### src/rtl/arp_pkg.sv
// Shared ARP/Ethernet constants and the receive FSM state type.
// Used by both arp_rx and arp_tx so the two sides agree on framing.
package arp_pkg;

    localparam logic [15:0] ETH_TYPE_ARP = 16'h0806;
    localparam logic [15:0] ARP_OP_REQ   = 16'd1;
    localparam logic [15:0] ARP_OP_REPLY = 16'd2;
    localparam logic [7:0]  ETH_PREAMBLE = 8'h55;
    localparam logic [7:0]  ETH_SFD      = 8'hD5;

    localparam logic [5:0]  PRE_LAST     = 6'd7;
    localparam logic [5:0]  ETH_LAST     = 6'd13;
    localparam logic [5:0]  ARP_LAST     = 6'd27;

    typedef enum logic [2:0] {
        IDLE     = 3'd0,
        PREAMBLE = 3'd1,
        ETH_HEAD = 3'd2,
        ARP_DATA = 3'd3,
        RX_END   = 3'd4
    } arp_rx_state_t;

endpackage

### src/rtl/arp_rx.sv
// GMII receive-side ARP parser: strips preamble/SFD, filters on destination
// MAC, EtherType and target IP, and reports the sender MAC/IP and opcode.
module arp_rx
    import arp_pkg::*;
#(
    parameter logic [47:0] BOARD_MAC = 48'h00_11_22_33_44_55,
    parameter logic [31:0] BOARD_IP  = {8'd192, 8'd168, 8'd1, 8'd10}
) (
    input  logic        clk,
    input  logic        rst,
    input  logic        gmii_rx_dv,
    input  logic [7:0]  gmii_rxd,
    output logic        arp_rx_done,
    output logic        arp_rx_type,
    output logic [47:0] src_mac,
    output logic [31:0] src_ip
);

    arp_rx_state_t state;
    logic [5:0]    cnt;
    logic [47:0]   dmac_sh;
    logic [7:0]    etype_hi;
    logic [15:0]   op_sh;
    logic [47:0]   smac_sh;
    logic [31:0]   sip_sh;
    logic [31:0]   tip_sh;

    // Full values including the byte currently on the bus, used on the
    // cycle that completes each field.
    logic [47:0] dmac_full;
    logic [15:0] etype_full;
    logic [31:0] tip_full;
    logic        dmac_ok;
    logic        op_ok;

    assign dmac_full  = {dmac_sh[39:0], gmii_rxd};
    assign etype_full = {etype_hi, gmii_rxd};
    assign tip_full   = {tip_sh[23:0], gmii_rxd};
    assign dmac_ok    = (dmac_full == BOARD_MAC) || (dmac_full == 48'hFFFF_FFFF_FFFF);
    assign op_ok      = (op_sh == ARP_OP_REQ) || (op_sh == ARP_OP_REPLY);

    always_ff @(posedge clk or posedge rst) begin
        if (rst) begin
            state       <= IDLE;
            cnt         <= '0;
            dmac_sh     <= '0;
            etype_hi    <= '0;
            op_sh       <= '0;
            smac_sh     <= '0;
            sip_sh      <= '0;
            tip_sh      <= '0;
            arp_rx_done <= 1'b0;
            arp_rx_type <= 1'b0;
            src_mac     <= '0;
            src_ip      <= '0;
        end else begin
            arp_rx_done <= 1'b0;
            case (state)
                IDLE: begin
                    if (gmii_rx_dv && gmii_rxd == ETH_PREAMBLE) begin
                        state <= PREAMBLE;
                        cnt   <= 6'd1;
                    end
                end

                PREAMBLE: begin
                    if (!gmii_rx_dv) begin
                        state <= IDLE;
                        cnt   <= '0;
                    end else if (cnt < PRE_LAST) begin
                        if (gmii_rxd == ETH_PREAMBLE) begin
                            cnt <= cnt + 6'd1;
                        end else begin
                            state <= RX_END;
                            cnt   <= '0;
                        end
                    end else begin
                        // Exactly seven preamble bytes, then the SFD.
                        state <= (gmii_rxd == ETH_SFD) ? ETH_HEAD : RX_END;
                        cnt   <= '0;
                    end
                end

                ETH_HEAD: begin
                    if (!gmii_rx_dv) begin
                        state <= IDLE;
                        cnt   <= '0;
                    end else begin
                        cnt <= cnt + 6'd1;
                        if (cnt <= 6'd5) dmac_sh <= dmac_full;
                        if (cnt == 6'd12) etype_hi <= gmii_rxd;
                        if (cnt == 6'd5 && !dmac_ok) begin
                            state <= RX_END;
                            cnt   <= '0;
                        end
                        if (cnt == ETH_LAST) begin
                            state <= (etype_full == ETH_TYPE_ARP) ? ARP_DATA : RX_END;
                            cnt   <= '0;
                        end
                    end
                end

                ARP_DATA: begin
                    if (!gmii_rx_dv) begin
                        state <= IDLE;
                        cnt   <= '0;
                    end else begin
                        cnt <= cnt + 6'd1;
                        if (cnt >= 6'd6  && cnt <= 6'd7)  op_sh   <= {op_sh[7:0], gmii_rxd};
                        if (cnt >= 6'd8  && cnt <= 6'd13) smac_sh <= {smac_sh[39:0], gmii_rxd};
                        if (cnt >= 6'd14 && cnt <= 6'd17) sip_sh  <= {sip_sh[23:0], gmii_rxd};
                        if (cnt >= 6'd24 && cnt <= 6'd27) tip_sh  <= tip_full;
                        if (cnt == ARP_LAST) begin
                            // Outputs only move together with the done pulse.
                            if (tip_full == BOARD_IP && op_ok) begin
                                src_mac     <= smac_sh;
                                src_ip      <= sip_sh;
                                arp_rx_type <= (op_sh == ARP_OP_REPLY);
                                arp_rx_done <= 1'b1;
                            end
                            state <= RX_END;
                            cnt   <= '0;
                        end
                    end
                end

                RX_END: begin
                    if (!gmii_rx_dv) begin
                        state <= IDLE;
                        cnt   <= '0;
                    end
                end

                default: begin
                    state <= IDLE;
                    cnt   <= '0;
                end
            endcase
        end
    end

endmodule

### config.mk
export PLATFORM = sky130hd
export DESIGN_NAME = arp_rx
export DESIGN_NICKNAME = d
export VERILOG_FILES = /design/src/rtl/arp_pkg.sv /design/src/rtl/arp_rx.sv
export SDC_FILE = /design/constraint.sdc
export NUM_CORES = 1
export LEC_CHECK = 0
export ABC_AREA = 1
export CAP_MARGIN = 20
export CORE_UTILIZATION = 50
export CTS_BUF_LIST = sky130_fd_sc_hd__clkbuf_4 sky130_fd_sc_hd__clkbuf_8
export CTS_CLUSTER_SIZE = 12
export DETAILED_ROUTE_END_ITERATION = 16
export PLACE_DENSITY = 0.73
export REMOVE_ABC_BUFFERS = 1
export SYNTH_ARGS = -nofsm -noshare
export SYNTH_HDL_FRONTEND = slang
export SYNTH_SLANG_ARGS = --single-unit
### constraint.sdc
create_clock -name clk -period 8.1 [get_ports clk]
set_input_delay 1.62 -clock clk [delete_from_list [all_inputs] [get_ports clk]]
set_output_delay 1.62 -clock clk [all_outputs]
set_load 0.03 [all_outputs]
After elaboration in Yosys (flattened, before gate mapping)
Index checks and enable logic that the tools add are counted.

word-level totals
  logic and storage cells = 92
  bits in latches = 0
  memories = 0
  register bits = 259
  bits in writable memories = 0
  memory bits (read-only) = 0
  bits of input ports = 11
  output and inout port bits = 82

operators by class
  reduce and logical (&&, ||, !) cells = 20
  magnitude comparators = 10
  multipliers = 0
  bitwise logic cells = 0
  add/sub/neg operators = 1
  shift-type cells = 0
  multiplexer cells = 28
  equality and inequality tests = 21
  divide/modulo/power cells = 0

operator list
  cell                    number
  $mux W6                 10
  $eq A48 B37 Y1 const B  1
  $eq A48 B48 Y1 const B  1
  $mux W3                 12
  $eq A32 B32 Y1 const B  1
  $pmux W6 S5             1
  $reduce_and A3 Y1       6
  $eq A16 B1 Y1 const B   1
  $eq A16 B12 Y1 const B  1
  $eq A16 B2 Y1 const B   1
  $pmux W3 S5             1
  $eq A6 B4 Y1 const B    2
  $ge A6 B4 Y1 const B    2
  $le A6 B3 Y1 const B    2
  $le A6 B5 Y1 const B    2
  $eq A8 B7 Y1 const B    1
  $eq A8 B8 Y1 const B    1
  $ne A4 B4 Y1 const B    2
  $logic_and A1 B1 Y1     7
  $add A6 B1 Y6 const B   1
  $eq A3 B2 Y1 const B    2
  $eq A6 B3 Y1 const B    1
  $eq A6 B5 Y1 const B    1
  $ge A6 B3 Y1 const B    1
  other kinds (14)        19

Longest topological paths before layout
  word-level depth = 8
  mapped depth = 11
  depth with buffers taken out = 11

Worst setup path before layout
No wires, ideal clock.

  path type = input to register
  start = input gmii_rxd[3]
  end = register arp_rx_type
  required time = 7.982 ns
  buffers on the path = 1
  stages = 8
  setup time = 0.118 ns
  arrival = 2.816 ns
  setup slack = 5.166 ns
  path through = inv_1 -> nor4_1 -> nand4_1 -> nor2_2 -> nand3_4 -> buf_6 -> nand2_1 -> nand2_1

on the way
  cells in the longest elaborated chain, start to end = 3

ends and longest elaborated chain
  what                                RTL line       RTL
  from (decl)                         arp_rx.sv:12   input logic [7:0] gmii_rxd,
  $eq A32 B32 Y1                      arp_rx.sv:115  if (tip_full == BOARD_IP && op_ok) begin
  $logic_and A1 B1 Y1                 arp_rx.sv:115
  $reduce_and A4 Y1 (no source line)  -
  to (signal assigned)                arp_rx.sv:118  arp_rx_type <= (op_sh == ARP_OP_REPLY);
  to (decl)                           arp_rx.sv:14   output logic arp_rx_type,

No other way between the ends.
A chain may end at the register's enable or synchronous reset.

Final worst setup path
  start = input gmii_rxd[3]
  end = register src_ip[31]

on the way
  cells in the longest elaborated chain, start to end = 3

ends and longest elaborated chain
  what                                RTL line       RTL
  $eq A32 B32 Y1                      arp_rx.sv:115
  $logic_and A1 B1 Y1                 arp_rx.sv:115
  $reduce_and A4 Y1 (no source line)  -
  to (signal assigned)                arp_rx.sv:117  src_ip <= sip_sh;
  to (decl)                           arp_rx.sv:16   output logic [31:0] src_ip

No other way between the ends.

==> flow_metrics.env <==
export IMPL_dr_total_vias=8197
export IMPL_relSlewSlack=0.352
export IMPL_final_core_util=0.609
export IMPL_leakage_nw=6.46
export IMPL_timing_final_ws_setup_ns=3.64
export IMPL_rsz0062_at_grt="false"
export IMPL_synthTopCellsByArea="dfrtp_1 60%, nand2_1 13%, nand4_1 5.2%"
export IMPL_worst_setup_path_end_kind="flop"
export IMPL_worst_setup_path_type="primary input to flop"
export IMPL_final_nets=1295
export IMPL_drive_above_1_share=0.0862
export IMPL_synth_cells=1196
export IMPL_ios=93
export IMPL_yosysMostFrequentCell="nand2_1"
export IMPL_drv_cap=0
export IMPL_drt_total_wl_um=22600
export IMPL_first_pass_iters=5
export IMPL_finalWeightedCongestion=0.887
export IMPL_grt_pass1_wl_um=37800
export IMPL_ys_flop_type="dfrtp_1"
export IMPL_cts_resized=0
export IMPL_start_util=0.513
export IMPL_antenna_found_initial=0
export IMPL_syn_area_per_cell_sq_um=9.08
export IMPL_grt_pass1_vias=7820
export IMPL_grt_max_degree=96
export IMPL_dp_hpwl_um=13600
export IMPL_cts_tree="built"
export IMPL_drc=0
export IMPL_cp_arrival_ns=4.88
export IMPL_ys_ff_latch=259
export IMPL_whs_ns=0.468
export IMPL_clock_skew_ns=0.0270
export IMPL_cts_setup_buffers=0
export IMPL_via_per_inst=5.17
export IMPL_syn_to_final_growth_pct=18.6
export IMPL_hold_violations=0
export IMPL_clock_path_buffers=3
export IMPL_worst_slew_pin_slew_ns=0.972
export IMPL_min_path_type="flop to flop"
export IMPL_num_rows=53
export IMPL_synthDistinctLibCells=33
export IMPL_core_sq_mm=0.0212
export IMPL_synth_edf_count=0
export IMPL_synth_common_cells="376 x nand2_1, 259 x dfrtp_1, 103 x o21ai_0"
export IMPL_drt_initial_drc_count=482
export IMPL_outcome="finished clean"
export IMPL_cts_buffers=43
export IMPL_peakVddDrop_mv=0.126
export IMPL_globalRouteMet1Util=0.298
export IMPL_clkTransAtPathRegs_ns=0.06
export IMPL_cts_htree_levels=2
export IMPL_crit_required_ns=8.52
export IMPL_critPathLaunchType="primary input"
export IMPL_synth_top_area_frac=0.597
export IMPL_grt_total_usage=0.210
export IMPL_syn_area_sq_mm=0.0109
export IMPL_cts_hold_buf=0
export IMPL_period_needed_ns=4.46
export IMPL_dieHeight_um=149
export IMPL_p_per_area_mw_per_mm2=203
export IMPL_async_flop_share=1.00
export IMPL_wl_per_cell_um=14.2
export IMPL_use_met3=0.0327
export IMPL_grtUsageMet2=0.327
export IMPL_period_share=0.551
export IMPL_ys_seq_area_frac=0.597
export IMPL_p_total_w=0.00262
export IMPL_num_antenna_cells=0
export IMPL_numPortBuffers=92
export IMPL_max_clock_freq_mhz=224
export IMPL_slew_violations=0
export IMPL_clk_latency_ns=0.55
export IMPL_fillers=1817
export IMPL_busiest_layer="met2"
export IMPL_setup_viol=0
export IMPL_ys_warn_count=0
export IMPL_dieArea_sq_mm=0.0223
export IMPL_finalSetupTns_ns=0
export IMPL_drtAntennaViolNets=0
export IMPL_gr_total_overflow=0
export IMPL_place_ws_ns=3.05
export IMPL_die_w_um=149
export IMPL_cts_sinks=259
export IMPL_cts_root_buf="clkbuf_8"
export IMPL_yosysTopAreaCell="dfrtp_1"
export IMPL_cp_max_fo=82
-- state kept, by name, indices dropped and copies added (netlist names), 3 cells and up --
name      count
smac_sh      48
src_mac      48
dmac_sh      40
sip_sh       32
src_ip       32
tip_sh       24
op_sh        16
etype_hi      8
cnt           6
state         3
-- cell usage in the layout, fill, tap and decap left out, types with 7 or more instances in the layout --
cell             synthesis  layout
nand4_1                 91      91
nor4_1                   8       7
nand2_1                376     375
clkbuf_8                 0      52
nand3_1                 20      20
dfrtp_1                259     259
clkbuf_4                 0      16
a21oi_1                 34      34
mux2_2                  11      11
nor2_1                  83      82
buf_4                    1       7
inv_1                   97      96
o21ai_0                103     103
clkdlybuf4s50_1          0      92
mux2_1                   8       8
o21ai_1                 10      10
-- cell families (layout without fill, tap and decap cells) --
| logic type | Yosys count | after routing | synth area share |
|---|---|---|---|
| adders and majority gates | 5 | 5 | 0.00576 |
| buffers and inverters | 161 | 276 | 0.0635 |
| muxes | 19 | 19 | 0.0197 |
| AOI/OAI and AO/OA | 153 | 153 | 0.0740 |
| xor gates and xnor gates | 3 | 3 | 0.00242 |
| DFF | 259 | 259 | 0.597 |
| and+or+nand+nor | 596 | 596 | 0.238 |
-- where the power goes --
group | switching [W] | internal (W) | leakage (nW)
Clock | 0.000508 | 0.000691 | 0.493
Combinational | 0.0000709 | 0.0000266 | 2.51
Sequential | 0.0000134 | 0.00131 | 3.45
Total | 0.000592 | 0.00203 | 6.46
-- final timing paths --
check	start	cells past startpoint	to	slack, ns
worst max-delay path	gmii_rxd[3]	9	src_ip[31]	3.64
max in group asynchronous	rst	3	op_sh[7]	5.05
worst min register to register	src_ip[27]	2	src_ip[27]	0.47
min in group asynchronous	rst	2	src_mac[43]	1.57
worst max register to register	tip_sh[20]	8	src_ip[31]	4.86
worst min-delay path	src_ip[27]	2	src_ip[27]	0.47
-- through the flow --
stage,cells,instance area (sq um)
3_3_place_gp,1506,11900
6_report,1586,12900
2_1_floorplan,1132,10500
5_1_grt,1586,12900
4_1_cts,1584,12800
3_5_place_dp,1507,11900
-- final cells by class --
cell class / instances / area [sq um] / area share
multi-input cells: 776 / 3720 / 0.289
repair buffers: 102 / 1040 / 0.0810
clock inverters: 9 / 85.1 / 0.00661
flip-flops and latches: 259 / 6480 / 0.503
clock buffers: 68 / 836 / 0.0649
well taps: 275 / 344 / 0.0267
inverters: 97 / 372 / 0.0289
-- critical path: stages --
cell	delay, ns
clkdlybuf4s50_1	0.48
inv_1	0.18
nor4_1	0.30
nand4_1	0.20
nor2_4	0.12
buf_4	0.66
nand3_4	0.92
nand2_1	0.27
nand2_1	0.08
-- routing by layer --
metal	part of all wire	wire, um
met3	0.043	981
met4	0.021	484
met1	0.47	10700
met2	0.46	10500
met5	0	0
(Power assumes the default switching activity.)
